## config.mk

```make
export PLATFORM = sky130hd
export DESIGN_NAME = muldiv_unit_flat
export DESIGN_NICKNAME = d
export VERILOG_FILES = /design/src/rtl/muldiv_unit_if.sv /design/src/rtl/muldiv_unit.sv /design/src/flat_wrapper.sv
export SDC_FILE = /design/constraint.sdc
export NUM_CORES = 1
export LEC_CHECK = 0
export ABC_CLOCK_PERIOD_IN_PS = 5100
export CAP_MARGIN = 20
export CELL_PAD_IN_SITES_DETAIL_PLACEMENT = 0
export CELL_PAD_IN_SITES_GLOBAL_PLACEMENT = 1
export CORE_ASPECT_RATIO = 0.5
export CORE_MARGIN = 2
export CORE_UTILIZATION = 51
export CTS_BUF_LIST = sky130_fd_sc_hd__clkbuf_4
export CTS_CLUSTER_DIAMETER = 100
export DETAILED_ROUTE_END_ITERATION = 7
export PLACE_DENSITY = 0.94
export REMOVE_ABC_BUFFERS = 1
export SYNTH_ARGS = -nofsm -noshare
export SYNTH_HDL_FRONTEND = slang
export SYNTH_SLANG_ARGS = --single-unit
```

## constraint.sdc

```tcl
create_clock -name clk -period 5.1 [get_ports clk]
set_input_delay 1.53 -clock clk [delete_from_list [all_inputs] [get_ports clk]]
set_output_delay 1.53 -clock clk [all_outputs]
set_load 0.02 [all_outputs]
```

## src/rtl/muldiv_unit_if.sv

```systemverilog
// muldiv_unit_if: request/response bundle between core and
// the iterative RV32M multiply/divide unit.
interface muldiv_unit_if #(
  parameter int XLEN = 32
);
  logic            start;
  logic [2:0]      funct3;
  logic [XLEN-1:0] rs1_data;
  logic [XLEN-1:0] rs2_data;
  logic [4:0]      rd_sel_in;
  logic            busy;
  logic            done;
  logic [XLEN-1:0] result;
  logic [4:0]      rd_sel_out;

  modport master (
    output start, funct3,
    output rs1_data, rs2_data,
    output rd_sel_in,
    input  busy, done,
    input  result, rd_sel_out
  );

  modport slave (
    input  start, funct3,
    input  rs1_data, rs2_data,
    input  rd_sel_in,
    output busy, done,
    output result, rd_sel_out
  );
endinterface

```

## src/rtl/muldiv_unit.sv

```systemverilog
// muldiv_unit: fixed-latency iterative RV32M mul/div.
// Shift-add multiply, restoring divide, sign fix-up.
module muldiv_unit #(
  parameter int XLEN = 32
) (
  input  logic          clk,
  input  logic          rst,
  muldiv_unit_if.slave  io
);

  typedef enum logic [1:0] {
    S_IDLE,
    S_CALC,
    S_FIX,
    S_DONE
  } state_t;

  state_t r_state;
  state_t w_next;

  logic [2:0]        r_op;
  logic [XLEN-1:0]   r_a;
  logic [XLEN-1:0]   r_b;
  logic              r_sa;
  logic              r_sb;
  logic              r_ovf;
  logic [4:0]        r_cnt;
  logic [2*XLEN-1:0] r_prod;
  logic [XLEN:0]     r_rem;
  logic [XLEN-1:0]   r_quo;
  logic [XLEN-1:0]   r_result;
  logic [4:0]        r_rd;

  logic              w_accept;
  logic              w_busy;
  logic              w_done;
  logic              w_sgn_a;
  logic              w_sgn_b;
  logic              w_neg_a;
  logic              w_neg_b;
  logic              w_ovf;
  logic [XLEN-1:0]   w_mag_a;
  logic [XLEN-1:0]   w_mag_b;
  logic [XLEN:0]     w_add;
  logic [2*XLEN-1:0] w_prod_nx;
  logic [XLEN+1:0]   w_sh;
  logic [XLEN+1:0]   w_sub;
  logic              w_ge;
  logic [2*XLEN-1:0] w_prod_s;
  logic [XLEN-1:0]   w_quo_s;
  logic [XLEN-1:0]   w_rem_s;
  logic [XLEN-1:0]   w_a_orig;
  logic [XLEN-1:0]   w_fix;

  assign w_accept = (r_state == S_IDLE) && io.start;

  // operand signedness from funct3
  always_comb begin
    w_sgn_a = 1'b0;
    w_sgn_b = 1'b0;
    case (io.funct3)
      3'b001, 3'b100, 3'b110: begin
        w_sgn_a = 1'b1;
        w_sgn_b = 1'b1;
      end
      3'b010: w_sgn_a = 1'b1;
      default: ;
    endcase
  end

  assign w_neg_a = w_sgn_a & io.rs1_data[XLEN-1];
  assign w_neg_b = w_sgn_b & io.rs2_data[XLEN-1];
  assign w_mag_a = w_neg_a ? -io.rs1_data : io.rs1_data;
  assign w_mag_b = w_neg_b ? -io.rs2_data : io.rs2_data;

  assign w_ovf = ((io.funct3 == 3'b100) ||
                  (io.funct3 == 3'b110)) &&
                 (io.rs1_data == {1'b1, {(XLEN-1){1'b0}}}) &&
                 (io.rs2_data == {XLEN{1'b1}});

  // multiplier bit in prod[0]; add-then-shift
  assign w_add = {1'b0, r_prod[2*XLEN-1:XLEN]} +
                 (r_prod[0] ? {1'b0, r_a} : '0);
  assign w_prod_nx = {w_add, r_prod[XLEN-1:1]};

  // dividend bits shift out of r_quo into remainder
  assign w_sh  = {r_rem, r_quo[XLEN-1]};
  assign w_sub = w_sh - {2'b00, r_b};
  assign w_ge  = ~w_sub[XLEN+1];

  assign w_prod_s = (r_sa ^ r_sb) ? -r_prod : r_prod;
  assign w_quo_s  = (r_sa ^ r_sb) ? -r_quo : r_quo;
  assign w_rem_s  = r_sa ? -r_rem[XLEN-1:0]
                         : r_rem[XLEN-1:0];
  assign w_a_orig = r_sa ? -r_a : r_a;

  // result select plus div-by-zero / overflow overrides
  always_comb begin
    w_fix = '0;
    case (r_op)
      3'b000:                 w_fix = w_prod_s[XLEN-1:0];
      3'b001, 3'b010, 3'b011: w_fix = w_prod_s[2*XLEN-1:XLEN];
      3'b100, 3'b101:         w_fix = w_quo_s;
      default:                w_fix = w_rem_s;
    endcase
    if (r_op[2] && (r_b == '0)) begin
      w_fix = r_op[1] ? w_a_orig : '1;
    end else if (r_ovf) begin
      w_fix = r_op[1] ? '0 : {1'b1, {(XLEN-1){1'b0}}};
    end
  end

  // state register
  always_ff @(posedge clk or negedge rst) begin
    if (!rst) r_state <= S_IDLE;
    else      r_state <= w_next;
  end

  // next state and status outputs
  always_comb begin
    w_next = r_state;
    w_busy = 1'b0;
    w_done = 1'b0;
    unique case (r_state)
      S_IDLE: if (io.start) w_next = S_CALC;
      S_CALC: begin
        w_busy = 1'b1;
        if (r_cnt == 5'd0) w_next = S_FIX;
      end
      S_FIX: begin
        w_busy = 1'b1;
        w_next = S_DONE;
      end
      S_DONE: begin
        w_done = 1'b1;
        w_next = S_IDLE;
      end
    endcase
  end

  // operand latch, iteration and result register
  always_ff @(posedge clk or negedge rst) begin
    if (!rst) begin
      r_op     <= '0;
      r_a      <= '0;
      r_b      <= '0;
      r_sa     <= 1'b0;
      r_sb     <= 1'b0;
      r_ovf    <= 1'b0;
      r_cnt    <= '0;
      r_prod   <= '0;
      r_rem    <= '0;
      r_quo    <= '0;
      r_result <= '0;
      r_rd     <= '0;
    end else if (w_accept) begin
      r_op   <= io.funct3;
      r_a    <= w_mag_a;
      r_b    <= w_mag_b;
      r_sa   <= w_neg_a;
      r_sb   <= w_neg_b;
      r_ovf  <= w_ovf;
      r_cnt  <= 5'd31;
      r_prod <= {{XLEN{1'b0}}, w_mag_b};
      r_rem  <= '0;
      r_quo  <= w_mag_a;
      r_rd   <= io.rd_sel_in;
    end else if (r_state == S_CALC) begin
      r_cnt  <= r_cnt - 5'd1;
      r_prod <= w_prod_nx;
      r_rem  <= w_ge ? w_sub[XLEN:0] : w_sh[XLEN:0];
      r_quo  <= {r_quo[XLEN-2:0], w_ge};
    end else if (r_state == S_FIX) begin
      r_result <= w_fix;
    end
  end

  assign io.busy       = w_busy;
  assign io.done       = w_done;
  assign io.result     = r_result;
  assign io.rd_sel_out = r_rd;

endmodule

```

## src/flat_wrapper.sv

```systemverilog
// flat-port wrapper written by rule: the top's interface ports become plain ports
module muldiv_unit_flat 
#(
  parameter int XLEN = 32
)
  (clk, rst, io_start, io_funct3, io_rs1_data, io_rs2_data, io_rd_sel_in, io_busy, io_done, io_result, io_rd_sel_out);
  muldiv_unit_if #(.XLEN(XLEN)) io_i ();
  input  logic clk;
  input  logic rst;
  input wire logic [$bits(io_i.start)-1:0] io_start;
  input wire logic [$bits(io_i.funct3)-1:0] io_funct3;
  input wire logic [$bits(io_i.rs1_data)-1:0] io_rs1_data;
  input wire logic [$bits(io_i.rs2_data)-1:0] io_rs2_data;
  input wire logic [$bits(io_i.rd_sel_in)-1:0] io_rd_sel_in;
  output wire logic [$bits(io_i.busy)-1:0] io_busy;
  output wire logic [$bits(io_i.done)-1:0] io_done;
  output wire logic [$bits(io_i.result)-1:0] io_result;
  output wire logic [$bits(io_i.rd_sel_out)-1:0] io_rd_sel_out;
  assign io_i.start = io_start;
  assign io_i.funct3 = io_funct3;
  assign io_i.rs1_data = io_rs1_data;
  assign io_i.rs2_data = io_rs2_data;
  assign io_i.rd_sel_in = io_rd_sel_in;
  assign io_busy = io_i.busy;
  assign io_done = io_i.done;
  assign io_result = io_i.result;
  assign io_rd_sel_out = io_i.rd_sel_out;
  muldiv_unit #(.XLEN(XLEN)) u_core (.clk(clk), .rst(rst), .io(io_i));
endmodule
```

Word level (Yosys, flattened, before mapping)
Index checks and enable logic that the tools add are counted.
{"block": "word_totals", "register_bits": 243}
{"block": "op_classes", "n_addsub": 9, "n_eq_ne": 16, "n_mux": 28, "n_bitwise": 6, "reduce_logical": 17}
{"cell": "32-bit 2-to-1 mux", "count": 12}
{"cell": "64-bit 2-to-1 mux", "count": 3}
{"cell": "32-bit negator", "count": 5}
{"cell": "33-bit 2-to-1 mux", "count": 3}
{"cell": "32-bit case mux with 3 select lines", "count": 1}
{"cell": "32-bit == test, second input constant", "count": 2}
{"cell": "64-bit negator", "count": 1}
{"cell": "34-bit by 32-bit subtractor with 34-bit output", "count": 1}
{"cell": "32-bit by 33-bit adder with 33-bit output", "count": 1}
{"cell": "32-bit logical NOT", "count": 1}
{"cell": "3-bit == test, second input constant", "count": 4}
{"cell": "5-bit 2-to-1 mux", "count": 2}
{"cell": "3-bit by 2-bit == test with 1-bit output, second input constant", "count": 3}
{"cell": "2-bit case mux with 4 select lines", "count": 1}
{"cell": "3-bit by 1-bit == test with 1-bit output, second input constant", "count": 2}
{"cell": "3-bit OR reduction", "count": 2}
{"cell": "5-bit logical NOT", "count": 1}
{"cell": "5-bit by 1-bit subtractor with 5-bit output, second input constant", "count": 1}
{"cell": "2-bit == test, second input constant", "count": 2}
{"cell": "1-bit logical AND", "count": 4}
{"cell": "1-bit 2-to-1 mux", "count": 4}
{"cell": "2-bit 2-to-1 mux", "count": 2}
{"cell": "2-bit OR reduction", "count": 2}
{"cell": "4-bit OR reduction", "count": 1}
{"cell": "other kinds (12)", "count": 15}

Longest topological paths before layout
{"block": "depth", "word_depth": 6, "ltp_mapped": 17, "mapped_depth_nobuf": 15}

Worst setup path before layout
OpenSTA, ideal clock, no wires.
{"block": "synth_timing", "path_type": "input -> register", "from": "in io_rs2_data[4]", "to": "reg u_core.r_prod[29]", "t_arrival_ns": 3.762, "setup_slack_ns": 1.201, "cell_stages": 9, "path_buffers": 0, "cell_sequence": "or4_1 -> nor4_2 -> nand2_1 -> nor4_2 -> nand2_1 -> or2_2 -> o41ai_1 -> xor2_1 -> a21oi_1"}
{"block": "synth_between", "elab_chain_cells": 3}
{"element": "start, declared", "line_no": "flat_wrapper.sv:13", "rtl": "input wire logic [$bits(io_i.rs2_data)-1:0] io_rs2_data;"}
{"element": "32-bit negator", "line_no": "muldiv_unit.sv:74", "rtl": "assign w_mag_b = w_neg_b ? -io.rs2_data : io.rs2_data;"}
{"element": "32-bit 2-to-1 mux", "line_no": "muldiv_unit.sv:74"}
{"element": "64-bit 2-to-1 mux", "line_no": "muldiv_unit.sv:156", "rtl": "end else if (w_accept) begin"}
{"element": "end signal, assigned", "line_no": "muldiv_unit.sv:164", "rtl": "r_prod <= {{XLEN{1'b0}}, w_mag_b};"}
{"element": "end signal, assigned", "line_no": "muldiv_unit.sv:170", "rtl": "r_prod <= w_prod_nx;"}
{"element": "end, declared", "line_no": "muldiv_unit.sv:28", "rtl": "logic [2*XLEN-1:0] r_prod;"}
Every way passes these cells.
A chain may end at the register's enable or synchronous reset.

Worst setup path in the final report
{"block": "layout_timing", "from": "reg u_core.r_a[0]", "to": "reg u_core.r_prod[61]"}
{"block": "layout_between", "elab_chain_cells": 4}
{"element": "start, declared", "line_no": "muldiv_unit.sv:22", "rtl": "logic [XLEN-1:0] r_a;"}
{"element": "start signal, assigned", "line_no": "muldiv_unit.sv:158", "rtl": "r_a <= w_mag_a;"}
{"element": "32-bit 2-to-1 mux", "line_no": "muldiv_unit.sv:83", "rtl": "(r_prod[0] ? {1'b0, r_a} : '0);"}
{"element": "32-bit by 33-bit adder with 33-bit output", "line_no": "muldiv_unit.sv:82", "rtl": "assign w_add = {1'b0, r_prod[2*XLEN-1:XLEN]} +"}
{"element": "64-bit 2-to-1 mux", "line_no": "muldiv_unit.sv:168", "rtl": "end else if (r_state == S_CALC) begin"}
{"element": "64-bit 2-to-1 mux", "line_no": "muldiv_unit.sv:156"}
Every way passes these cells. The select of a mux whose other input is x is not followed.

==> results.py <==
metrics = {
    "hold_path": {
        "holdPathStages": 2,
        "hp-class": "register to register",
    },
    "floorplanning": {
        "rows": 50,
        "die_area_um2": 39800,
        "dieHeight_um": 142,
        "initial_core_util_pct": 51.9,
        "die_w_um": 280,
        "ios": 114,
        "coreArea_um2": 37500,
    },
    "cells_and_area": {
        "final_common_cell": "a21oi_1",
        "syn_to_final_growth_pct": 12.2,
        "most-common-layout-cells": "a21oi_1 (296), dfrtp_1 (241), nor2_1 (217), nand2_1 (209), o21ai_0 (181)",
        "nFillCells": 3481,
        "drive_gt1_share_pct": 6.73,
        "nets": 2653,
        "fin_util_pct": 58.2,
    },
    "global_routing": {
        "grt_start_max_net_pins": 169,
        "antenna_found_initial": 6,
        "grt_pass1_vias": 17400,
        "grt_usage_pct": 33.2,
        "overflow": 0,
        "grt_pass1_wl_um": 102000,
    },
    "worst_setup_path": {
        "worst-path-buf-inv": 2,
        "crit_arrival_ns": 4.72,
        "start_kind": "register",
        "max_stage_delay_ns": 0.55,
        "crit_cells": 15,
        "endpoint_kind": "register",
        "crit_chain": "inv_1 -> nor2_1 -> ha_1 -> inv_1 -> fa_1 -> nor2b_1 -> o21ai_0 -> o211ai_1 -> a41oi_1 -> o31ai_1 -> a221oi_1 -> o21ai_0 -> a21o_1 -> o41ai_1 -> a311o_1",
        "cp_slowest_cell": "o31ai_1",
        "worstPathRequired_ns": 5.73,
        "reg2regPathDepth": 15,
        "cp_max_fo": 4,
        "crit_family": "compound AO/OA/AOI/OAI gates",
        "worstSetupPathType": "register to register",
    },
    "synthesis": {
        "syn_area_um2": 19400,
        "synth_xor_area_share_pct": 11.7,
        "synthAdderAreaFrac_pct": 5.23,
        "synthArstFlopShare_pct": 100,
        "synth-seq-cells": 243,
        "ys_types": 77,
        "synth_mux_area_share_pct": 1.87,
        "synth_compound_area_share_pct": 25.2,
        "yosys.area_share.simple_pct": 20.2,
        "synth_top_flop_cell": "dfrtp_1",
        "synth_edf_count": 0,
        "synth_area_per_cell_um2": 8.00,
        "synth_top_family_by_area": "compound AO/OA/AOI/OAI gates",
        "synth_seq_area_share_pct": 31.3,
        "synthCells": 2430,
        "synth_warnings": 0,
    },
    "routing": {
        "firstDrtPassIters": 6,
        "antenna_left": 0,
        "vias": 19100,
        "drc": 0,
        "wl_per_cell_um": 21.8,
        "vias_per_cell": 6.29,
        "wl_um": 66400,
        "drt_iter0_markers": 2417,
    },
    "sta": {
        "setup_violations": 0,
        "slew_violations": 0,
        "hold_viol_final": 0,
        "max_slew_margin_pct": 33.4,
        "timing.fmax_mhz": 245,
        "fin_crit_sh_pct": 80.1,
        "layout_min_cycle_time_ns": 4.08,
        "rsz0062_at_grt": "no",
        "skew_ns": 0.0737,
        "worst_pin_slew_ns": 0.993,
        "setup_tns_ns": 0,
    },
    "clock_network": {
        "cts_max_level": 3,
        "cts_num_sinks": 243,
        "post_cts_buffers": 0,
        "path_clk_slew_ns": 0.07,
        "cts.path.max_buffers": 3,
        "cts_resized": 0,
        "ctsHoldBuffers": 0,
        "cts_made_buffers": 66,
        "ctsRootBufferMaster": "clkbuf_4",
        "insertion_delay_ns": 0.78,
        "cts_tree": "yes",
    },
    "placed_design": {
        "place_hpwl_um": 48100,
        "portBuffers": 113,
        "routabilityCongestion": 0.996,
    },
    "power_and_ir_drop": {
        "p_leak_nw": 9.15,
        "peakVddDrop_mv": 0.448,
        "pwr_density_cell_nw_per_um2": 785,
    },
    "run_status": {
        "status": "finished clean",
    },
    "flow_run": {
        "cap_violations": 0,
    },
}
## synthesized netlist by cell type (all sizes together), types with 7 or more instances
cell type | count | share of area [%]
mux2i | 34 | 1.8
ha | 78 | 5.0
o31ai | 43 | 1.8
or4 | 20 | 0.85
o21ai | 187 | 4.8
a21oi | 296 | 7.6
o211ai | 14 | 0.54
a311oi | 19 | 0.86
nand2 | 210 | 4.1
nor2 | 218 | 4.2
o221ai | 7 | 0.32
a221oi | 9 | 0.41
or2 | 7 | 0.24
o31a | 10 | 0.45
nand3 | 34 | 0.88
nor3 | 56 | 1.4
and3 | 30 | 0.97
inv | 83 | 1.6
o21bai | 9 | 0.35
a31oi | 20 | 0.64
and2 | 67 | 2.2
o21a | 8 | 0.31
clkbuf | 127 | 2.5
or3 | 28 | 0.93
a211oi | 61 | 2.4
nand4 | 20 | 0.64
o41ai | 15 | 0.77
nor4 | 29 | 1.2
dfrtp | 243 | 31
xor2 | 129 | 5.8
nand2b | 14 | 0.45
a21o | 38 | 1.5
a211o | 11 | 0.50
buf | 18 | 0.41
o211a | 8 | 0.41
xnor2 | 130 | 5.9
nor2b | 37 | 1.2
## worst register-to-register path: stages (launching register included)
cell	delay, ns
dfrtp_1	0.43
inv_1	0.15
nor2_1	0.13
ha_1	0.18
inv_1	0.06
fa_1	0.44
nor2b_1	0.18
o21ai_0	0.21
o211ai_1	0.30
a41oi_1	0.26
o31ai_1	0.55
a221oi_1	0.18
o21ai_0	0.33
a21o_1	0.17
o41ai_1	0.06
a311o_1	0.34
## state kept, by name, summed over array words and instances (netlist names), 5 cells and up
name	cells
u_core.io.rd_sel_out	5
u_core.r_a	32
u_core.r_rem	33
u_core.r_quo	32
u_core.io.result	32
u_core.r_prod	64
u_core.r_cnt	5
u_core.r_b	32
## metrics by stage
stage / instances / cell area [um^2] / setup slack, ns / hold slack [ns] / total power, mW
2_1_floorplan: 2285 / 18900 / -2.61 / 0.472 / 11.7
3_5_place_dp: 2924 / 21000 / 0.425 / 0.467 / 15.0
6_report: 3042 / 21800 / 1.02 / 0.476 / 17.1
4_1_cts: 3035 / 21800 / 1.15 / 0.484 / 16.8
3_3_place_gp: 2923 / 21000 / 0.451 / 0.458 / 14.8
5_1_grt: 3040 / 21800 / 0.719 / 0.508 / 18.4
## where the power goes
group | internal [mW] | leakage, nW | switching (mW)
clock | 0.852 | 0.472 | 0.929
sequential | 2.87 | 2.89 | 1.52
combinational | 4.38 | 5.79 | 6.58
total | 8.10 | 9.15 | 9.03
## final timing paths
path / from / end / slack [ns]
min in group asynchronous: rst / u_core.r_cnt[2] / 0.81
max in group asynchronous: rst / u_core.io.result[12] / 3.38
worst min-delay path: u_core.io.rd_sel_out[4] / u_core.io.rd_sel_out[4] / 0.48
worst min register to register: u_core.io.rd_sel_out[4] / u_core.io.rd_sel_out[4] / 0.48
worst max register to register: u_core.r_a[0] / u_core.r_prod[61] / 1.02
worst max-delay path: u_core.r_a[0] / u_core.r_prod[61] / 1.02
## cells by family after synthesis
group / Yosys count
simple gates: 791
xor+xnor: 259
buf+inv: 229
flops: 243
compound gates: 792
fa+ha+maj: 80
mux: 36
## routing by layer
layer | track usage, % | wire, um | up-vias
li1 | - | - | 8937
met4 | 10.2 | 1740 | 0
met3 | 8.52 | 7520 | 129
met2 | 48.0 | 27600 | 938
met5 | 0 | 0 | -
met1 | 48.4 | 29500 | 9120
## cell type report
class,count,area (um^2),area share [%]
multi-input combinational,1958,12500,57.5
sequential,243,6080,27.9
timing repair buffer,145,1460,6.67
clock buffer,95,713,3.27
tap,494,618,2.83
inverter,84,315,1.45
clock inverter,16,62.6,0.287
antenna,7,17.5,0.0803
Note: power is estimated with default switching activity, not from simulation.
